## config.mk

```make
export PLATFORM = sky130hd
export DESIGN_NAME = sha256_nonce_sequencer
export DESIGN_NICKNAME = d
export VERILOG_FILES = /design/src/rtl/sha256_pkg.sv /design/src/rtl/sha256_mem_mux.sv /design/src/rtl/sha256_nonce_sequencer.sv
export SDC_FILE = /design/constraint.sdc
export NUM_CORES = 1
export LEC_CHECK = 0
export ABC_AREA = 1
export ABC_CLOCK_PERIOD_IN_PS = 2500
export BUFFER_PORTS_ARGS = -buffer_cell sky130_fd_sc_hd__buf_2
export CAP_MARGIN = 10
export CORE_ASPECT_RATIO = 0.8
export CORE_MARGIN = 2
export CORE_UTILIZATION = 55
export CTS_BUF_LIST = sky130_fd_sc_hd__clkbuf_4 sky130_fd_sc_hd__clkbuf_8
export DETAILED_ROUTE_END_ITERATION = 12
export PLACE_DENSITY = 0.82
export SLEW_MARGIN = 20
export SYNTH_ARGS = -nofsm -noshare
export SYNTH_HDL_FRONTEND = slang
export SYNTH_SLANG_ARGS = --single-unit
export TNS_END_PERCENT = 20
```

## constraint.sdc

```tcl
create_clock -name clk -period 2.5 [get_ports clk]
set_input_delay 0.375 -clock clk [delete_from_list [all_inputs] [get_ports clk]]
set_output_delay 0.375 -clock clk [all_outputs]
set_load 0.05 [all_outputs]
```

## src/rtl/sha256_pkg.sv

```systemverilog
// Shared definitions for the sha256 hasher: word/address widths common to the
// sequencer and the hashing core, the result block size and the sequencer
// state encoding.
package sha256_pkg;

   localparam int WORD_W     = 32;
   localparam int ADDR_W     = 16;
   localparam int HASH_WORDS = 8;

   typedef enum logic [2:0] {
      IDLE   = 3'd0,
      WNONCE = 3'd1,
      KICK   = 3'd2,
      WBUSY  = 3'd3,
      WDONE  = 3'd4,
      NEXT   = 3'd5
   } state_t;

endpackage

```

## src/rtl/sha256_mem_mux.sv

```systemverilog
// Combinational select of the single memory port between the sequencer and
// the sha256 core.
//   core_owns_port : 1 selects the core_* port, 0 selects the seq_* port
//   seq_*          : sequencer-side write enable / address / write data
//   core_*         : core-side write enable / address / write data
//   memory_*       : shared memory port
module sha256_mem_mux
   import sha256_pkg::*;
(
   input  logic              core_owns_port,
   input  logic              seq_we,
   input  logic [ADDR_W-1:0] seq_addr,
   input  logic [WORD_W-1:0] seq_wdata,
   input  logic              core_we,
   input  logic [ADDR_W-1:0] core_addr,
   input  logic [WORD_W-1:0] core_wdata,
   output logic              memory_we,
   output logic [ADDR_W-1:0] memory_addr,
   output logic [WORD_W-1:0] memory_write_data
);

   always_comb begin
      if (core_owns_port) begin
         memory_we         = core_we;
         memory_addr       = core_addr;
         memory_write_data = core_wdata;
      end else begin
         memory_we         = seq_we;
         memory_addr       = seq_addr;
         memory_write_data = seq_wdata;
      end
   end

endmodule

```

## src/rtl/sha256_nonce_sequencer.sv

```systemverilog
// Runs one sha256 core over consecutive nonces: for every job it writes the
// nonce into the message buffer, pulses core_start, waits for the core to
// finish and advances the hash result address.
//   clk, rst_n          : clock, asynchronous active-low reset
//   start, input_addr, hash_addr, first_nonce, num_nonces : run request
//   done, error, jobs_done : status (idle flag, sticky watchdog, job count)
//   core_*              : control and memory port of the sha256 core
//   memory_*            : the single shared memory port (read data unused here)
module sha256_nonce_sequencer
   import sha256_pkg::*;
#(
   parameter int NONCE_OFFSET = 3,
   parameter int HASH_STRIDE  = HASH_WORDS,
   parameter int WDOG_CYCLES  = 4
) (
   input  logic              clk,
   input  logic              rst_n,
   input  logic              start,
   input  logic [ADDR_W-1:0] input_addr,
   input  logic [ADDR_W-1:0] hash_addr,
   input  logic [WORD_W-1:0] first_nonce,
   input  logic [15:0]       num_nonces,
   output logic              done,
   output logic              error,
   output logic [15:0]       jobs_done,
   output logic              core_start,
   output logic [ADDR_W-1:0] core_input_addr,
   output logic [ADDR_W-1:0] core_hash_addr,
   input  logic              core_done,
   input  logic              core_memory_we,
   input  logic [ADDR_W-1:0] core_memory_addr,
   input  logic [WORD_W-1:0] core_memory_write_data,
   output logic              memory_clk,
   output logic              memory_we,
   output logic [ADDR_W-1:0] memory_addr,
   output logic [WORD_W-1:0] memory_write_data,
   input  logic [WORD_W-1:0] memory_read_data
);

   localparam int WDOG_W = $clog2(WDOG_CYCLES + 1);

   state_t            state_q, state_d;
   logic [15:0]       idx_q, idx_d;
   logic [15:0]       count_q, count_d;
   logic [WORD_W-1:0] nonce_q, nonce_d;
   logic [ADDR_W-1:0] cur_hash_q, cur_hash_d;
   logic [ADDR_W-1:0] in_addr_q, in_addr_d;
   logic [WDOG_W-1:0] wdog_q, wdog_d;
   logic              error_q, error_d;
   logic              done_q, done_d;
   logic [15:0]       jobs_done_q, jobs_done_d;
   logic              core_start_q, core_start_d;
   logic [ADDR_W-1:0] core_in_q, core_in_d;
   logic [ADDR_W-1:0] core_hash_q, core_hash_d;
   logic              seq_we_q, seq_we_d;
   logic [ADDR_W-1:0] seq_addr_q, seq_addr_d;
   logic [WORD_W-1:0] seq_wdata_q, seq_wdata_d;
   logic              core_owns_port;
   logic              unused_read_data;

   // Read data goes straight to the core outside this block.
   assign unused_read_data = ^memory_read_data;

   always_comb begin
      state_d      = state_q;
      idx_d        = idx_q;
      count_d      = count_q;
      nonce_d      = nonce_q;
      cur_hash_d   = cur_hash_q;
      in_addr_d    = in_addr_q;
      wdog_d       = wdog_q;
      error_d      = error_q;
      jobs_done_d  = jobs_done_q;
      core_in_d    = core_in_q;
      core_hash_d  = core_hash_q;
      seq_addr_d   = seq_addr_q;
      seq_wdata_d  = seq_wdata_q;
      seq_we_d     = 1'b0;
      core_start_d = 1'b0;

      case (state_q)
         IDLE: begin
            if (start) begin
               error_d     = 1'b0;
               jobs_done_d = '0;
               if (num_nonces != 16'd0) begin
                  in_addr_d  = input_addr;
                  cur_hash_d = hash_addr;
                  nonce_d    = first_nonce;
                  count_d    = num_nonces;
                  idx_d      = '0;
                  state_d    = WNONCE;
               end
            end
         end
         WNONCE: state_d = KICK;
         KICK: begin
            wdog_d  = '0;
            state_d = WBUSY;
         end
         WBUSY: begin
            // The core must acknowledge start by dropping core_done; if it
            // never does, the run is abandoned.
            if (!core_done) begin
               state_d = WDONE;
            end else begin
               wdog_d = wdog_q + 1'b1;
               if (wdog_d == WDOG_W'(WDOG_CYCLES)) begin
                  error_d = 1'b1;
                  state_d = IDLE;
               end
            end
         end
         WDONE: if (core_done) state_d = NEXT;
         NEXT: begin
            idx_d       = idx_q + 16'd1;
            jobs_done_d = jobs_done_q + 16'd1;
            nonce_d     = nonce_q + 1'b1;
            cur_hash_d  = cur_hash_q + ADDR_W'(HASH_STRIDE);
            state_d     = (idx_d == count_q) ? IDLE : WNONCE;
         end
         default: state_d = IDLE;
      endcase

      // Outputs are registered, so they are decoded from the state being entered.
      if (state_d == WNONCE) begin
         seq_we_d    = 1'b1;
         seq_addr_d  = in_addr_d + ADDR_W'(NONCE_OFFSET);
         seq_wdata_d = nonce_d;
      end
      if (state_d == KICK) begin
         core_start_d = 1'b1;
         core_in_d    = in_addr_d;
         core_hash_d  = cur_hash_d;
      end
      done_d = (state_d == IDLE);
   end

   always_ff @(posedge clk or negedge rst_n) begin
      if (!rst_n) begin
         state_q      <= IDLE;
         idx_q        <= '0;
         count_q      <= '0;
         nonce_q      <= '0;
         cur_hash_q   <= '0;
         in_addr_q    <= '0;
         wdog_q       <= '0;
         error_q      <= 1'b0;
         done_q       <= 1'b1;
         jobs_done_q  <= '0;
         core_start_q <= 1'b0;
         core_in_q    <= '0;
         core_hash_q  <= '0;
         seq_we_q     <= 1'b0;
         seq_addr_q   <= '0;
         seq_wdata_q  <= '0;
      end else begin
         state_q      <= state_d;
         idx_q        <= idx_d;
         count_q      <= count_d;
         nonce_q      <= nonce_d;
         cur_hash_q   <= cur_hash_d;
         in_addr_q    <= in_addr_d;
         wdog_q       <= wdog_d;
         error_q      <= error_d;
         done_q       <= done_d;
         jobs_done_q  <= jobs_done_d;
         core_start_q <= core_start_d;
         core_in_q    <= core_in_d;
         core_hash_q  <= core_hash_d;
         seq_we_q     <= seq_we_d;
         seq_addr_q   <= seq_addr_d;
         seq_wdata_q  <= seq_wdata_d;
      end
   end

   assign core_owns_port = (state_q == WBUSY) || (state_q == WDONE);

   sha256_mem_mux u_mem_mux (
      .core_owns_port    (core_owns_port),
      .seq_we            (seq_we_q),
      .seq_addr          (seq_addr_q),
      .seq_wdata         (seq_wdata_q),
      .core_we           (core_memory_we),
      .core_addr         (core_memory_addr),
      .core_wdata        (core_memory_write_data),
      .memory_we         (memory_we),
      .memory_addr       (memory_addr),
      .memory_write_data (memory_write_data)
   );

   assign memory_clk      = clk;
   assign done            = done_q;
   assign error           = error_q;
   assign jobs_done       = jobs_done_q;
   assign core_start      = core_start_q;
   assign core_input_addr = core_in_q;
   assign core_hash_addr  = core_hash_q;

endmodule
```

After elaboration in Yosys (flattened, before gate mapping)
Index checks and enable logic that the tools add are counted.
W data, S select, Z words.
Operators by class
  add/subtract/negate cells: 6
  equality and inequality tests: 13
  muxes and demuxes: 32
  reduce and logical (&&, ||, !) cells: 12
Operators with widths (count)
  $mux W16: 9
  $mux W32: 3
  $pmux W16 S2: 3
  $pmux W32 S2: 1
  $add A16 B1 Y16 const B: 2
  $add A32 B1 Y32 const B: 1
  $mux W3: 6
  $pmux W3 S6: 1
  $add A16 B2 Y16 const B: 1
  $add A16 B4 Y16 const B: 1
  $eq A16 B16 Y1: 1
  $reduce_bool A16 Y1: 1
  $eq A3 B2 Y1 const B: 3
  $eq A3 B3 Y1 const B: 3
  $ne A2 B2 Y1 const B: 4
  $mux W1: 7
  $eq A3 B1 Y1 const B: 2
  $logic_not A3 Y1: 2
  $pmux W3 S2: 1
  $reduce_and A3 Y1: 2
  $reduce_bool A2 Y1: 3
  $reduce_and A2 Y1: 2
  $reduce_and A4 Y1: 1
  $add A3 B1 Y3 const B: 1
  2 further kinds: 2
Word-level totals
  bits in registers: 202
  input port bits: 165
  output and inout bits: 101
  word-level logic and storage cells: 79

Longest topological paths before layout
  depth after elaboration: 7
  mapped depth: 19

Cells and area by module
From an unflattened synthesis, not the netlist that was laid out.
Second synthesis, totals
  cells, all modules: 1535
  area, all modules: 11043.1 µm²
By module, submodules not included
  sha256_nonce_sequencer: instances 1, cells an instance 1376, area an instance 10411.2 µm², sequential area each 5056.1 µm²
  sha256_mem_mux: instances 1, cells an instance 159, area an instance 631.9 µm², sequential area each 0.0 µm²

==> summary.md <==
In the routed design, unresolved DRC markers number 0. The total overflow left after global routing is 0. The clock arrives with 0.0207 ns of skew. Counting tap cells, the placed design contains a total of 1,968 instances. For the synthesized net count, the log shows 1,648. For this design the static power due to leakage is 7.59 nW.

The post-synthesis instance area came out at 11,200 µm². Most frequently used flop master after synthesis: sky130_fd_sc_hd__dfrtp_1. For the worst setup path, the data required time is 2.12 ns. The logs give 0.563 for the initial cell density of the core and 0.250 for the sequential cell fraction of total power.

By instance count, the cell type seen most on the critical path is sky130_fd_sc_hd__inv_2. The number of global-route vias before repair came out at 11,000. Cell internal power was estimated by the tool at 11.5 mW. Counting flops and latches in the post-synthesis netlist gives 202. The share of post-route cells with drive strength above 1 is 0.252. Compared with the post-synthesis result, the final layout area differs by 32.9%.

The tools report the combinational fraction of design power as 0.604. After clock tree synthesis, the clock-pin slew on the worst setup and hold paths is 0.07 ns. The number of cells in the finished layout apart from fillers is 2,073. The final core area utilization was 0.748; the number of nets at the end of the flow was 1,956.

Setup slack of the critical path after layout: -0.187 ns. The worst setup path is captured at a primary output. The maximum fanout along the worst path was 6; the die outline area was 21,500 µm². The most critical setup path has its startpoint at state_q[1]. The tools report the sequential cell area fraction in the yosys report as 0.452.

The reg-to-reg endpoint is seq_wdata_q[23]. After floorplanning, the core was divided into 46 placement rows. The weighted congestion at the end of routability-driven global placement is 0.961, and the die extent in x is 163 µm. The reg-to-reg setup timing slack was 0.01 ns. The share of async-settable or async-resettable flops after synthesis is 1.00, and the share of total power consumed by net switching is 0.487. TritonCTS built the clock tree.

The delay of the slowest cell on the worst path is 0.40 ns, and the per-cell routed wire length is 17.2 µm. For the combined global-route utilization of all metal layers, the log shows 0.308. The depth of the most critical reg-to-reg path works out to 15. Yosys mapped a number of flops with a built-in enable equal to 0.

For this block, the initial DRC count from the detailed router was 1,213. Hold timing on the final database bottoms out at a slack of 0.0219 ns. The library cells used most frequently in the layout, excluding fill and tap cells, are sky130_fd_sc_hd__nand2_1, sky130_fd_sc_hd__dfrtp_1, sky130_fd_sc_hd__buf_2.

Before antenna repair, the detailed router went through 8 iterations. The checks that failed: negative setup slack. Post-route clock period utilization: 1.07. A synthesized cell averages 7.57 µm².

The path class of the tightest hold or removal check is input pin to flip-flop. Based on the critical path, the design can be clocked at up to 372 MHz. Power comes to 22.5 mW. The worst setup path category was flip-flop to primary output. The total negative setup slack is -7.78 ns, and the net switching component of the power is 10.9 mW. Summing all multi-input logic gate instances after layout gives 5620 µm².

The worst register-to-register path begins at state_q[1]. The most common cell after layout, fill and taps aside was sky130_fd_sc_hd__nand2_1. Across the whole layout, storage elements account for 5060 µm².

The worst slew margin relative to its limit is 0.400. The tools report the critical path launch point type as a flip-flop. The tools report the initial antenna violation count as 3.

Setup violations remaining at the end of the flow were counted as 50. Once detail routing completed, the nets flagged for antenna violations numbered 0. The logs give 1,434 for the layout filler cell count and 2.31 ns for the arrival time at the worst endpoint. The run gives 0.145 as the relative contribution of the clock network to total power. The run gives 266 as the number of top-level pins. Using the TritonRoute via totals, the vias-per-cell ratio works out to 5.71. Synthesis handed over a netlist of 1,476 instances. Count of final hold-check violations: 0.

The flow ran to the end, but the final reports show violations. Detailed placement finished with a half-perimeter wire length of 22,300 µm. Traced cell by cell, the critical path runs through inv_2 > nor3_4 > inv_2 > nand2_4 > buf_12 > clkbuf_16 > mux2_4 > buf_8. Yosys printed 0 warnings. The run gives 60 as the maximum number of pins on one net before global-route repair. Yosys mapped the design onto 40 distinct sky130hd cell types. The number of vias in the routed layout was 11,800; the total routed wirelength was 35,700 µm. After floorplanning, the core was sized to cover 19,900 µm².

For this design, the slowest cell found on the critical path is sky130_fd_sc_hd__dfrtp_1. The post-route minimum period is 2.69 ns, and the final count of pins violating max slew is 0. Port buffering added 233 buffers. Setup repair after global routing could not meet its margin everywhere.

For the pin with the worst max-slew slack, the measured transition is 0.899 ns. VDD sags by at most 1270 µV. The most critical setup path has its endpoint at memory_write_data[18]. Clock latency on the worst-skew pair, taken at its later pin, is 0.63 ns. The power per cell area is 1510 nW/µm². The first global-routing pass estimated 53,700 µm of wire. Measured along the y axis, the die boundary spans 131 µm.

The number of violations of the max-capacitance limit is 0.
## worst min-delay path by stage
stage                    from                 to  slack, ns  cells after the start
2_1_floorplan           rst_n  core_hash_addr[0]       0.08                      0
3_3_place_gp            rst_n         count_q[8]       0.37                      1
3_5_place_dp            rst_n         count_q[6]       0.38                      1
4_1_cts        num_nonces[12]        count_q[12]      0.002                      3
5_1_grt        num_nonces[12]        count_q[12]       0.04                      3
6_report       num_nonces[12]        count_q[12]       0.02                      3
## logic make-up after synthesis
logic type / Yosys count / share of synthesized area
flip-flops: 202 / 0.452
AND/OR/NAND/NOR: 835 / 0.318
adder cells (fa/ha/maj): 7 / 0.00784
AO/OA/AOI/OAI: 172 / 0.0876
buffers and inverters: 192 / 0.0686
XOR/XNOR: 16 / 0.0139
multiplexers: 52 / 0.0521
## cells in the mapped netlist (3+ instances only)
cell	count	area, µm²
sky130_fd_sc_hd__nand2_2	3	18.8
sky130_fd_sc_hd__nand3_1	159	796
sky130_fd_sc_hd__buf_1	4	15.0
sky130_fd_sc_hd__nand4_1	21	131
sky130_fd_sc_hd__o211ai_1	24	180
sky130_fd_sc_hd__or2_2	6	37.5
sky130_fd_sc_hd__clkbuf_1	36	135
sky130_fd_sc_hd__buf_2	16	80.1
sky130_fd_sc_hd__o221ai_1	6	52.6
sky130_fd_sc_hd__xor2_1	11	96.3
sky130_fd_sc_hd__dfrtp_1	201	5030
sky130_fd_sc_hd__o22ai_1	11	68.8
sky130_fd_sc_hd__mux2_2	49	552
sky130_fd_sc_hd__nor2_1	89	334
sky130_fd_sc_hd__buf_4	3	22.5
sky130_fd_sc_hd__ha_1	7	87.6
sky130_fd_sc_hd__xnor2_1	4	35.0
sky130_fd_sc_hd__nand3b_1	20	150
sky130_fd_sc_hd__nand2_1	502	1880
sky130_fd_sc_hd__o21ai_0	92	460
sky130_fd_sc_hd__nor3_1	22	110
sky130_fd_sc_hd__nor2_2	5	31.3
sky130_fd_sc_hd__nor4_1	6	37.5
sky130_fd_sc_hd__inv_1	128	480
sky130_fd_sc_hd__a21oi_1	28	140
sky130_fd_sc_hd__mux2i_1	3	30.0
## through the flow
step	setup WS (ns)	cell area, µm²
after floorplan	0.241	11200
after global placement	0.146	12900
after detailed placement	-0.00444	12900
after CTS	-0.181	14400
after global routing	-0.247	14900
final	-0.187	14900
## power groups by stage
stage | Combinational [mW] | Sequential, mW | Clock, mW
after floorplan | 7.25 | 6.27 | 0.0862
final | 13.6 | 5.63 | 3.27
after global routing | 14.5 | 5.76 | 3.48
after detailed placement | 11.0 | 5.57 | 0.0763
after CTS | 12.3 | 5.55 | 3.31
after global placement | 10.7 | 5.54 | 0.0763
## worst max-delay path, delay by kind of cell, from the launching register on
| family | cells | cell delay, ns |
|---|---|---|
| muxes | 1 | 0.32 |
| buffers and inverters | 5 | 0.64 |
| and+or+nand+nor | 2 | 0.33 |
| DFF | 1 | 0.40 |
## state kept, by name (all words and copies together), names as in the netlist, 3 cells and up
signal           cells
wdog_q               3
cur_hash_q          16
in_addr_q           16
idx_q               16
jobs_done           16
seq_wdata_q         32
nonce_q             32
core_hash_addr      16
core_input_addr     16
count_q             16
state_q              3
seq_addr_q          16
## what timing repair did
action                                 CTS  global route
gates cloned                             3             5
resized for setup                      120            75
endpoints found under the hold margin   72             0
hold buffers                            24             0
pin swaps                                2             5
setup endpoints to repair               74            99
buffers inserted                         4             5
## per-layer routing
metal / global-route usage / routed length [µm] / part of all wire
met4: 0.127 / 1240 / 0.035
met2: 0.483 / 16700 / 0.47
met1: 0.420 / 14400 / 0.40
met5: 0 / 0 / 0
met3: 0.0612 / 3360 / 0.094
## final cells by class
cell class                      count  share of cell area
Clock buffer                       55              0.0457
Multi-Input combinational cell   1083               0.378
Tap cell                          264              0.0222
Timing Repair Buffer              328               0.175
Inverter                          131              0.0331
Antenna cell                        3            0.000505
Sequential cell                   202               0.340
Clock inverter                      7             0.00421
Note: power is estimated with default switching activity, not from simulation.
